$ cat config.mk
export PLATFORM = sky130hd
export DESIGN_NAME = freq_meter
export DESIGN_NICKNAME = d
export VERILOG_FILES = /design/src/rtl/freq_meter_pkg.sv /design/src/rtl/freq_meter_bcd_digit.sv /design/src/rtl/freq_meter.sv
export SDC_FILE = /design/constraint.sdc
export NUM_CORES = 1
export LEC_CHECK = 0
export ABC_CLOCK_PERIOD_IN_PS = 3600
export BUFFER_PORTS_ARGS = -buffer_cell sky130_fd_sc_hd__buf_2
export CELL_PAD_IN_SITES_DETAIL_PLACEMENT = 1
export CELL_PAD_IN_SITES_GLOBAL_PLACEMENT = 1
export CORE_AREA = 10 10 123 125
export CTS_BUF_LIST = sky130_fd_sc_hd__clkbuf_4 sky130_fd_sc_hd__clkbuf_8 sky130_fd_sc_hd__clkbuf_16
export CTS_CLUSTER_DIAMETER = 200
export DETAILED_ROUTE_END_ITERATION = 7
export DIE_AREA = 0 0 133 135
export HOLD_SLACK_MARGIN = 0.15
export PLACE_DENSITY = 0.57
export SLEW_MARGIN = 20
export SYNTH_ARGS = -nofsm -noshare
export SYNTH_HDL_FRONTEND = slang
export SYNTH_SLANG_ARGS = --single-unit
$ cat constraint.sdc
create_clock -name clk -period 3.6 [get_ports clk]
set_clock_uncertainty 0.2 [all_clocks]
set_input_delay 0.18 -clock clk [delete_from_list [all_inputs] [get_ports clk]]
set_output_delay 0.18 -clock clk [all_outputs]
set_load 0.02 [all_outputs]
$ cat src/rtl/freq_meter_pkg.sv
// Shared constants and a BCD helper for the gated-window edge counter.
// The closing-value helper lets the top report a same-cycle edge without waiting a clock.
package freq_meter_pkg;

  localparam int DIGIT_W      = 4;
  localparam int N_DIGITS     = 4;
  localparam int BCD_W        = DIGIT_W * N_DIGITS;
  localparam int GCNT_W       = 27;
  localparam int GATE_DEFAULT = 50000000;

  localparam logic [BCD_W-1:0] BCD_SAT = 16'h9999;

  // Packed-BCD increment that sticks at 9999 instead of wrapping.
  function automatic logic [BCD_W-1:0] bcd_inc_sat(input logic [BCD_W-1:0] v);
    logic [BCD_W-1:0] r;
    logic             c;
    r = v;
    c = 1'b1;
    if (v != BCD_SAT) begin
      for (int i = 0; i < N_DIGITS; i++) begin
        if (c) begin
          if (r[i*DIGIT_W +: DIGIT_W] == DIGIT_W'(9)) begin
            r[i*DIGIT_W +: DIGIT_W] = '0;
          end else begin
            r[i*DIGIT_W +: DIGIT_W] = r[i*DIGIT_W +: DIGIT_W] + DIGIT_W'(1);
            c = 1'b0;
          end
        end
      end
    end
    return r;
  endfunction

endpackage

$ cat src/rtl/freq_meter_bcd_digit.sv
// One decimal digit of the edge counter; chained through carry to build a multi-digit BCD count.
module bcd_digit
  import freq_meter_pkg::*;
(
  input  logic               clk,
  input  logic               rst,
  input  logic               clr,
  input  logic               inc,
  input  logic               hold,
  output logic [DIGIT_W-1:0] q,
  output logic               carry
);

  assign carry = inc && (q == DIGIT_W'(9));

  // Clear wins over increment so a window always starts from zero.
  always_ff @(posedge clk or posedge rst) begin
    if (rst) begin
      q <= '0;
    end else if (clr) begin
      q <= '0;
    end else if (inc && !hold) begin
      q <= (q == DIGIT_W'(9)) ? '0 : q + DIGIT_W'(1);
    end
  end

endmodule

$ cat src/rtl/freq_meter.sv
// Counts synchronized rising edges of sig_in over a GATE-cycle window and
// publishes the saturated BCD count with a one-cycle strobe.
module freq_meter
  import freq_meter_pkg::*;
#(
  parameter int GATE = GATE_DEFAULT
) (
  input  logic             clk,
  input  logic             rst,
  input  logic             sig_in,
  output logic [BCD_W-1:0] freq_bcd,
  output logic             freq_valid,
  output logic             overflow
);

  logic              s1, s2, s3;
  logic              rise;
  logic [GCNT_W-1:0] gcnt;
  logic              win_end;
  logic              armed;
  logic              sat;
  logic [N_DIGITS-1:0] inc;
  logic [N_DIGITS-1:0] carry;
  logic [BCD_W-1:0]  count;
  logic [BCD_W-1:0]  closing;
  logic              at_max;

  always_ff @(posedge clk or posedge rst) begin
    if (rst) begin
      s1 <= 1'b0;
      s2 <= 1'b0;
      s3 <= 1'b0;
    end else begin
      s1 <= sig_in;
      s2 <= s1;
      s3 <= s2;
    end
  end

  assign rise    = s2 & ~s3;
  assign win_end = (gcnt == GCNT_W'(GATE - 1));

  always_ff @(posedge clk or posedge rst) begin
    if (rst) begin
      gcnt <= '0;
    end else if (win_end) begin
      gcnt <= '0;
    end else begin
      gcnt <= gcnt + GCNT_W'(1);
    end
  end

  assign at_max = (count == BCD_SAT);
  assign inc    = {carry[N_DIGITS-2:0], rise};

  for (genvar g = 0; g < N_DIGITS; g++) begin : g_digit
    bcd_digit u_digit (
      .clk   (clk),
      .rst   (rst),
      .clr   (win_end),
      .inc   (inc[g]),
      .hold  (at_max),
      .q     (count[g*DIGIT_W +: DIGIT_W]),
      .carry (carry[g])
    );
  end

  // A full carry chain only happens on an edge arriving at 9999: that is saturation.
  always_ff @(posedge clk or posedge rst) begin
    if (rst) begin
      sat <= 1'b0;
    end else if (win_end) begin
      sat <= 1'b0;
    end else if (carry[N_DIGITS-1]) begin
      sat <= 1'b1;
    end
  end

  assign closing = rise ? bcd_inc_sat(count) : count;

  // freq_valid is a strobe with no back-pressure: freq_bcd/overflow are
  // valid and newly updated exactly in the cycle freq_valid is high, and
  // hold their value until the next strobe.
  always_ff @(posedge clk or posedge rst) begin
    if (rst) begin
      armed      <= 1'b0;
      freq_bcd   <= '0;
      freq_valid <= 1'b0;
      overflow   <= 1'b0;
    end else begin
      freq_valid <= 1'b0;
      if (win_end) begin
        armed <= 1'b1;
        if (armed) begin
          freq_bcd   <= closing;
          overflow   <= sat | carry[N_DIGITS-1];
          freq_valid <= 1'b1;
        end
      end
    end
  end

endmodule

==> results_dict.tcl, run 1 <==
set metrics [dict create \
    drt_iter0_markers 134 \
    routabilityCongestion 0.774 \
    ant_nets 0 \
    tightest_slew_ns 0.950 \
    core.rowCount 41 \
    crit_type "flop to flop" \
    tns_ns 0 \
    p_per_area_mw_per_mm2 493 \
    synth-simple-area-share 0.261 \
    cts_max_path_buffers 2 \
    dieArea_mm2 0.0180 \
    synthFlopType "dfrtp_1" \
    synth_seq_cells 66 \
    fp.dieW_um 133 \
    clk_latency_ns 0.34 \
    placed_cell_area_mm2 0.00354 \
    cts_tree "yes" \
    drcViolationCount 0 \
    fin_area_mm2 0.00388 \
    globalRouteMet2Util 0.159 \
    p_int_mw 1.45 \
    critPathSlowestCell "or4_4" \
    rsz0062_at_grt "no" \
    cpPeakStageDelay_ns 0.59 \
    hold_violations 0 \
    n_fill_cell 1446 \
    combPwrFrac 0.069 \
    drv_slew 0 \
    yosysSeqAreaShare 0.507 \
    hp-class "flop to flop" \
    synth_top_family_by_area "simple AND/OR/NAND/NOR gates" \
    synth-edff-count 0 \
    cts_sinks 66 \
    wire_per_inst_um 17.0 \
    dr_total_vias 2627 \
    top_register "gcnt" \
    initial_utilization 0.259 \
    status "completed" \
    critical_path_buf_inv_count 0 \
    num_io_pins 21 \
    area_delta_synth_final_pct 19.2 \
    grt_pass1_wl_um 15000 \
    use_met3 0.0308 \
    max_freq_ghz 0.403 \
    htree_levels 3 \
    yosys_warnings 0 \
    fin_crit_sh 0.690 \
    utilization 0.309 \
    p_sw_frac 0.242 \
    async_flop_share 1.00 \
    root_buffer "clkbuf_16" \
    synth_mux_area_frac 0.0292 \
    drive_gt1_frac 0.151 \
    setup_violations 0 \
    vias_per_cell 5.08 \
    clockPowerShare 0.498 \
    largest_reg_flops 27 \
    grt_pass1_vias 2726 \
    drtPass1Iterations 4 \
    path_cells "or3b_1 > or4_4 > or4_4 > a31oi_1" \
    cts_made_buffers 9 \
    hpwl_um 6300 \
    synth.distinct_cells 43 \
    wl_um 8810 \
    grt_remaining_overflow 0 \
    antennaDiodeCount 0 \
    coreArea_mm2 0.0126 \
    cts.clk_slew.worst_paths_ns 0.06 \
    dieHeight_um 135 \
    p_seq_frac 0.432 \
    cap_violations 0 \
    cp.arrival_ns 2.55 \
    yosys.area_share.adder 0.00384 \
    portBuffers 20 \
    antenna_found_initial 0 \
    met1_usage 0.134 \
    busiest_layer "met2" \
    leakage_nw 1.65 \
    syn_area_mm2 0.00326 \
    path_common_cell "or4_4" \
    cp-start-kind "flop" \
    synth_nets 324 \
    synth_compound_area_frac 0.115 \
    track_usage 0.104 \
    rrSetupSlack_ns 1.12 \
    synth_xor_xnor_area_share 0.0565 \
    min_period_ns 2.48 \
    end_kind "flop" \
    fin_nets 344 \
    reg_top3 "gcnt x27, freq_bcd x16, g_digit.u_digit.q x16" \
    max_slew_margin 0.366 \
    avgSynthCellArea_um2 10.2 \
    grt_max_degree 44 \
    synthCells 320 \
    path_delay_family "simple AND/OR/NAND/NOR gates" \
    p_switching_uw 462 \
    cp.required_ns 3.66 \
    irDropWorstVdd_mv 0.166 \
    path_max_fanout 7 \
]
-- Yosys cell counts (6+ instances only) --
library cell / number / area share
xor2_1: 11 / 0.030
nand3_1: 11 / 0.017
and3_1: 10 / 0.019
a31oi_1: 7 / 0.013
o31ai_1: 12 / 0.028
clkbuf_1: 14 / 0.016
nor2_1: 18 / 0.021
a21oi_1: 19 / 0.029
nand4_1: 13 / 0.025
nand2_1: 17 / 0.020
nor3_1: 9 / 0.014
and4_1: 6 / 0.016
dfrtp_1: 66 / 0.51
xnor2_1: 10 / 0.027
inv_1: 7 / 0.0081
o21ai_0: 17 / 0.026
nor4_1: 10 / 0.019
-- cell type report --
type | instances | area, µm² | area share
clock buffers | 11 | 246 | 0.0635
flip-flops and latches | 66 | 1650 | 0.426
well taps | 172 | 215 | 0.0555
repair buffers | 25 | 143 | 0.0368
clock inverters | 5 | 77.6 | 0.0200
multi-input cells | 231 | 1520 | 0.392
inverters | 7 | 26.3 | 0.00677
-- what timing repair did --
item / 4_1_cts / 5_1_grt
setup buffers: 0 / 0
gates resized for setup: 0 / 0
hold buffers: 2 / 0
hold endpoints to repair: 42 / 0
-- worst register-to-register path, stage by stage (launching register included) --
cell and delay (ns):
dfrtp_1 0.43, or3b_1 0.52, or4_4 0.59, or4_4 0.50, a31oi_1 0.17
-- worst paths after layout --
check                                   startpoint                      end  cells after the start
max                        g_digit[1].u_digit.q[1]             freq_bcd[15]                      4
min reg2reg                                     s1                       s2                      0
min                                             s1                       s2                      0
max reg2reg                g_digit[1].u_digit.q[1]             freq_bcd[15]                      4
max in group asynchronous                      rst  g_digit[3].u_digit.q[1]                      4
min in group asynchronous                      rst                       s1                      3
-- layer usage --
metal,wire (µm),part of all wire
met1,4240,0.48
met2,4110,0.47
met3,319,0.036
met4,146,0.017
met5,0,0
-- power groups by stage --
stage,clock (mW),sequential [mW],combinational [mW]
after floorplan,0,0.817,0.103
after global placement,0,0.834,0.128
after detailed placement,0,0.838,0.132
after CTS,0.983,0.826,0.135
after global routing,1.02,0.834,0.155
final,0.953,0.826,0.133
-- cell usage in the layout, fill, tap and decap left out, types with 11 or more instances in the layout --
cell / count
nand3_1: 11
dfrtp_1: 66
o21ai_0: 17
nand4_1: 13
buf_2: 20
a21oi_1: 19
nor2_1: 18
nand2_1: 17
o31ai_1: 12
xor2_1: 11
-- stage by stage --
stage | std cells | total power [mW] | setup slack [ns] | hold WS, ns
CTS | 517 | 1.94 | 1.11 | 0.158
floorplan | 320 | 0.920 | 1.23 | 0.0114
global placement | 499 | 0.962 | 1.17 | 0.0891
detailed placement | 499 | 0.969 | 1.12 | 0.0902
finish | 517 | 1.91 | 1.12 | 0.156
global route | 517 | 2.01 | 1.04 | 0.171
-- logic make-up after synthesis --
kind of cell | count (synthesis)
AO/OA/AOI/OAI | 62
XOR/XNOR | 21
buffers and inverters | 23
flip-flops | 66
AND/OR/NAND/NOR | 138
multiplexers | 9
adder cells (fa/ha/maj) | 1
No activity file was read; power rests on OpenSTA's default activity.
==> run 2: changes to the inputs <==
--- a/config.mk
+++ b/config.mk
@@ -5,7 +5,7 @@
 export SDC_FILE = /design/constraint.sdc
 export NUM_CORES = 1
 export LEC_CHECK = 0
-export ABC_CLOCK_PERIOD_IN_PS = 3600
+export ABC_CLOCK_PERIOD_IN_PS = 2500
 export BUFFER_PORTS_ARGS = -buffer_cell sky130_fd_sc_hd__buf_2
 export CELL_PAD_IN_SITES_DETAIL_PLACEMENT = 1
 export CELL_PAD_IN_SITES_GLOBAL_PLACEMENT = 1
==> constraint.sdc (replaced) <==
create_clock -name clk -period 2.5 [get_ports clk]
set_clock_uncertainty 0.2 [all_clocks]
set_input_delay 0.125 -clock clk [delete_from_list [all_inputs] [get_ports clk]]
set_output_delay 0.125 -clock clk [all_outputs]
set_load 0.02 [all_outputs]
==> results_dict.tcl, run 2 (synthesis results as in run 1) <==
set metrics [dict create \
    drcViolationCount 0 \
    portBuffers 20 \
    cts.clk_slew.worst_paths_ns 0.06 \
    startpoint "g_digit[2].u_digit.q[1]" \
    status "completed" \
    initial_utilization 0.259 \
    core.rowCount 41 \
    cap_violations 0 \
    critPathSlowestCell "or4bb_1" \
    multi_input_area_mm2 0.00152 \
    min_period_ns 2.36 \
    fp.dieW_um 133 \
    cp-start-kind "flop" \
    reg2reg_depth 4 \
    vias_per_cell 4.91 \
    grt_max_degree 36 \
    dieHeight_um 135 \
    area_delta_synth_final_pct 24.4 \
    cts_made_buffers 9 \
    setup_violations 0 \
    cts_sinks 66 \
    antenna_found_initial 0 \
    p_seq_frac 0.421 \
    grt_pass1_wl_um 15100 \
    wl_um 8980 \
    wire_per_inst_um 16.6 \
    leakage_nw 1.77 \
    drt_iter0_markers 201 \
    largest_reg_flops 27 \
    path_common_cell "or4_4" \
    finalPower_mw 2.73 \
    use_met3 0.0375 \
    hp-class "input port to async pin" \
    num_io_pins 21 \
    root_buffer "clkbuf_16" \
    globalRouteMet2Util 0.167 \
    final_common_cell "dfrtp_1" \
    n_fill_cell 1430 \
    tns_ns 0 \
    cpPeakStageDelay_ns 0.54 \
    rrSetupSlack_ns 0.14 \
    ff_latch_area_mm2 0.00165 \
    ant_nets 0 \
    end_kind "flop" \
    fin_ws_ns 0.136 \
    fin_nets 368 \
    cts_tree "yes" \
    drv_slew 0 \
    dr_total_vias 2656 \
    utilization 0.322 \
    clk_latency_ns 0.33 \
    pre_cts_ws_ns 0.138 \
    antennaDiodeCount 0 \
    drtPass1Iterations 4 \
    top_register "gcnt" \
    hpwl_um 6540 \
    tightest_slew_ns 0.540 \
    coreArea_mm2 0.0126 \
    max_slew_margin 0.637 \
    clockPowerShare 0.467 \
    routabilityCongestion 0.819 \
    htree_levels 3 \
    dieArea_mm2 0.0180 \
    rr_startpoint "g_digit[2].u_digit.q[1]" \
    rsz0062_at_grt "no" \
    fin_crit_sh 0.945 \
    busiest_layer "met2" \
    grt_pass1_vias 2830 \
    post-place-cells 523 \
    crit_path_end "freq_bcd[15]" \
    crit_type "flop to flop" \
    p_int_mw 2.04 \
    irDropWorstVdd_mv 0.337 \
    grt_remaining_overflow 0 \
    track_usage 0.105 \
    timing.rr.end "freq_bcd[15]" \
    p_sw_frac 0.252 \
    p_per_area_mw_per_mm2 675 \
    combPwrFrac 0.112 \
    met1_usage 0.131 \
    final_cell_mix "66 x dfrtp_1, 26 x buf_4, 20 x buf_2, 19 x a21oi_1, 18 x nor2_1" \
    p_switching_uw 690 \
    hold_violations 0 \
    stdcell_count 541 \
    path_max_fanout 6 \
    reg_top3 "gcnt x27, freq_bcd x16, g_digit.u_digit.q x16" \
    path_cells "or4bb_1 > or4_4 > or4_4 > a31oi_1" \
    cp.required_ns 2.56 \
    cp.arrival_ns 2.42 \
    cts_max_path_buffers 2 \
    drive_gt1_frac 0.206 \
    max_freq_ghz 0.423 \
]
## run 2: cell types whose count changed in the layout (fill, tap and decap cells not counted), sizes merged
cell      delta
bufinv       -1
buf         +24
clkinvlp     -1
clkinv       +2
## run 2: layer usage
layer  part of all wire  vias up
met5                  0        -
met4             0.0085        0
met3              0.044        8
met2               0.47       35
met1               0.47     1321
li1                   -     1292
## run 2: cell type report
| class | count | area share |
|---|---|---|
| tap | 172 | 0.0532 |
| clock buffer | 11 | 0.0609 |
| multi-input combinational | 231 | 0.375 |
| clock inverter | 5 | 0.0133 |
| inverter | 7 | 0.00649 |
| sequential | 66 | 0.408 |
| timing repair buffer | 49 | 0.0828 |
## run 2: per-stage QoR
stage,instance area (µm²),hold slack [ns]
after floorplan,3260,-0.0436
after global placement,3730,-0.0431
after detailed placement,3730,-0.0433
after CTS,4050,0.155
after global routing,4050,0.164
final,4050,0.141
## run 2: how the worst min path moves through the flow
stage / end / slack, ns / from
global route: s2 / 0.16 / s1
detailed placement: freq_bcd[5] / -0.04 / rst
floorplan: s1 / -0.04 / sig_in
global placement: freq_bcd[6] / -0.04 / rst
CTS: s3 / 0.16 / rst
finish: freq_bcd[1] / 0.14 / rst
## run 2: worst max-delay path: cells and delay by family, from the launching register on
| kind | cells | cell delay (ns) |
|---|---|---|
| and+or+nand+nor | 3 | 1.48 |
| AOI/OAI and AO/OA | 1 | 0.18 |
| DFF | 1 | 0.42 |
## run 2: power by group through the flow
stage               clock (mW)  combinational [mW]  sequential (mW)
global placement             0               0.293             1.17
floorplan                    0               0.149             1.18
finish                    1.28               0.306             1.15
global route              1.37               0.345             1.16
detailed placement           0               0.296             1.17
CTS                       1.31               0.308             1.15
## run 2: what timing repair did
| item | 4_1_cts | 5_1_grt |
|---|---|---|
| endpoints found under the hold margin | 67 | 0 |
| resized for setup | 0 | 0 |
| buffers inserted | 0 | 0 |
| hold buffers | 2 | 0 |
==> run 3: changes to the inputs <==
--- a/config.mk
+++ b/config.mk
@@ -12,8 +12,10 @@
 export CORE_AREA = 10 10 123 125
 export CTS_BUF_LIST = sky130_fd_sc_hd__clkbuf_4 sky130_fd_sc_hd__clkbuf_8 sky130_fd_sc_hd__clkbuf_16
 export CTS_CLUSTER_DIAMETER = 200
+export CTS_CLUSTER_SIZE = 10
 export DETAILED_ROUTE_END_ITERATION = 7
 export DIE_AREA = 0 0 133 135
+export GPL_TIMING_DRIVEN = 0
 export HOLD_SLACK_MARGIN = 0.15
 export PLACE_DENSITY = 0.57
 export SLEW_MARGIN = 20
==> results_dict.tcl, run 3 (synthesis results as in run 1) <==
set metrics [dict create \
    setup_violations 0 \
    hpwl_um 6560 \
    cts_max_path_buffers 2 \
    finalPower_mw 2.75 \
    end_kind "flop" \
    coreArea_mm2 0.0126 \
    cts_sinks 66 \
    antennaDiodeCount 0 \
    hp-class "flop to flop" \
    grt_pass1_wl_um 15500 \
    startpoint "g_digit[1].u_digit.q[2]" \
    n_fill_cell 1437 \
    wire_per_inst_um 17.1 \
    drtPass1Iterations 4 \
    hold_violations 0 \
    fin_area_mm2 0.00404 \
    drv_slew 0 \
    p_per_area_mw_per_mm2 682 \
    rr_startpoint "g_digit[1].u_digit.q[2]" \
    min_period_ns 2.44 \
    drt_iter0_markers 132 \
    vias_per_cell 5.01 \
    final_common_cell "dfrtp_1" \
    cts_made_buffers 9 \
    utilization 0.321 \
    tns_ns 0 \
    max_slew_margin 0.540 \
    hold_ws_ns 0.155 \
    drcViolationCount 0 \
    leakage_nw 1.70 \
    ant_nets 0 \
    antenna_found_initial 0 \
    status "completed" \
    fin_ws_ns 0.0629 \
    cp.required_ns 2.55 \
    largest_reg_flops 27 \
    final_cell_mix "63 x dfrtp_1, 20 x buf_2, 18 x nor2_1, 18 x a21oi_1" \
    post-place-cells 513 \
    grt_remaining_overflow 0 \
    cp-start-kind "flop" \
    dr_total_vias 2672 \
    drive_gt1_frac 0.194 \
    max_freq_ghz 0.410 \
    portBuffers 20 \
    path_max_fanout 7 \
    tightest_slew_ns 0.684 \
    grt_max_degree 54 \
    pre_cts_ws_ns -0.544 \
    wl_um 9120 \
    fin_crit_sh 0.975 \
    fin_nets 360 \
    track_usage 0.106 \
    dieHeight_um 135 \
    cts_tree "yes" \
    cap_violations 0 \
    initial_utilization 0.259 \
    placed_cell_area_mm2 0.00360 \
    routabilityCongestion 0.820 \
    cp.arrival_ns 2.49 \
    fp.dieW_um 133 \
    grt_pass1_vias 2937 \
    crit_type "flop to flop" \
    hp-start "s1" \
    core.rowCount 41 \
    root_buffer "clkbuf_16" \
    dieArea_mm2 0.0180 \
    num_io_pins 21 \
    reg_top3 "gcnt x27, freq_bcd x16, g_digit.u_digit.q x16" \
    top_register "gcnt" \
    htree_levels 3 \
    irDropWorstVdd_mv 0.260 \
    area_delta_synth_final_pct 24.0 \
    stdcell_count 533 \
    cts.clk_slew.worst_paths_ns 0.06 \
    clk_latency_ns 0.33 \
]
[run 3: changes by cell type in the layout (fill, tap and decap cells not counted), moves of 2 or more]
cell / previous run / this run
buf_4: 26 / 5
clkbuf_1: 0 / 8
clkbuf_4: 1 / 4
clkinv_2: 3 / 0
dfrtp_1: 66 / 63
dfrtp_2: 0 / 3
clkbuf_8: 1 / 3
[run 3: worst paths after layout]
path | depth (start not counted) | slack (ns) | end
worst max-delay path | 5 | 0.06 | freq_bcd[15]
worst min-delay path | 0 | 0.15 | s2
worst max register to register | 5 | 0.06 | freq_bcd[15]
worst min register to register | 0 | 0.15 | s2
max in group asynchronous | 5 | 0.91 | g_digit[1].u_digit.q[2]
min in group asynchronous | 4 | 0.65 | freq_bcd[5]
[run 3: cell type report]
cell class / instances / area, µm² / share of cell area
sequential: 66 / 1660 / 0.410
multi-input combinational: 231 / 1560 / 0.387
clock buffer: 13 / 274 / 0.0679
tap: 172 / 215 / 0.0533
timing repair buffer: 29 / 195 / 0.0484
buffer: 12 / 57.6 / 0.0143
clock inverter: 3 / 46.3 / 0.0115
inverter: 7 / 28.8 / 0.00713
[run 3: what timing repair did]
item                                   4_1_cts  5_1_grt
setup endpoints to repair                   16       29
endpoints found under the hold margin       67        0
pin swaps                                    0        1
setup buffers                                1        4
hold buffers                                 3        0
gates resized for setup                      4       15
[run 3: report_power, final]
part	total [mW]	internal [mW]	switching [mW]
registers	1.18	1.12	0.0664
logic	0.240	0.108	0.133
clock network	1.33	0.866	0.464
[run 3: critical path: stages, from the launching register on]
cell      delay [ns]
dfrtp_2         0.43
or3b_1          0.35
clkbuf_4        0.18
or4_4           0.56
or4_4           0.47
a31oi_4         0.19
[run 3: layer usage]
metal | track usage | up-vias | routed length (µm)
met1 | 0.131 | 1354 | 4310
met4 | 0.0367 | 0 | 119
li1 | - | 1273 | -
met2 | 0.173 | 35 | 4410
met5 | 0 | - | 0
met3 | 0.0289 | 10 | 272
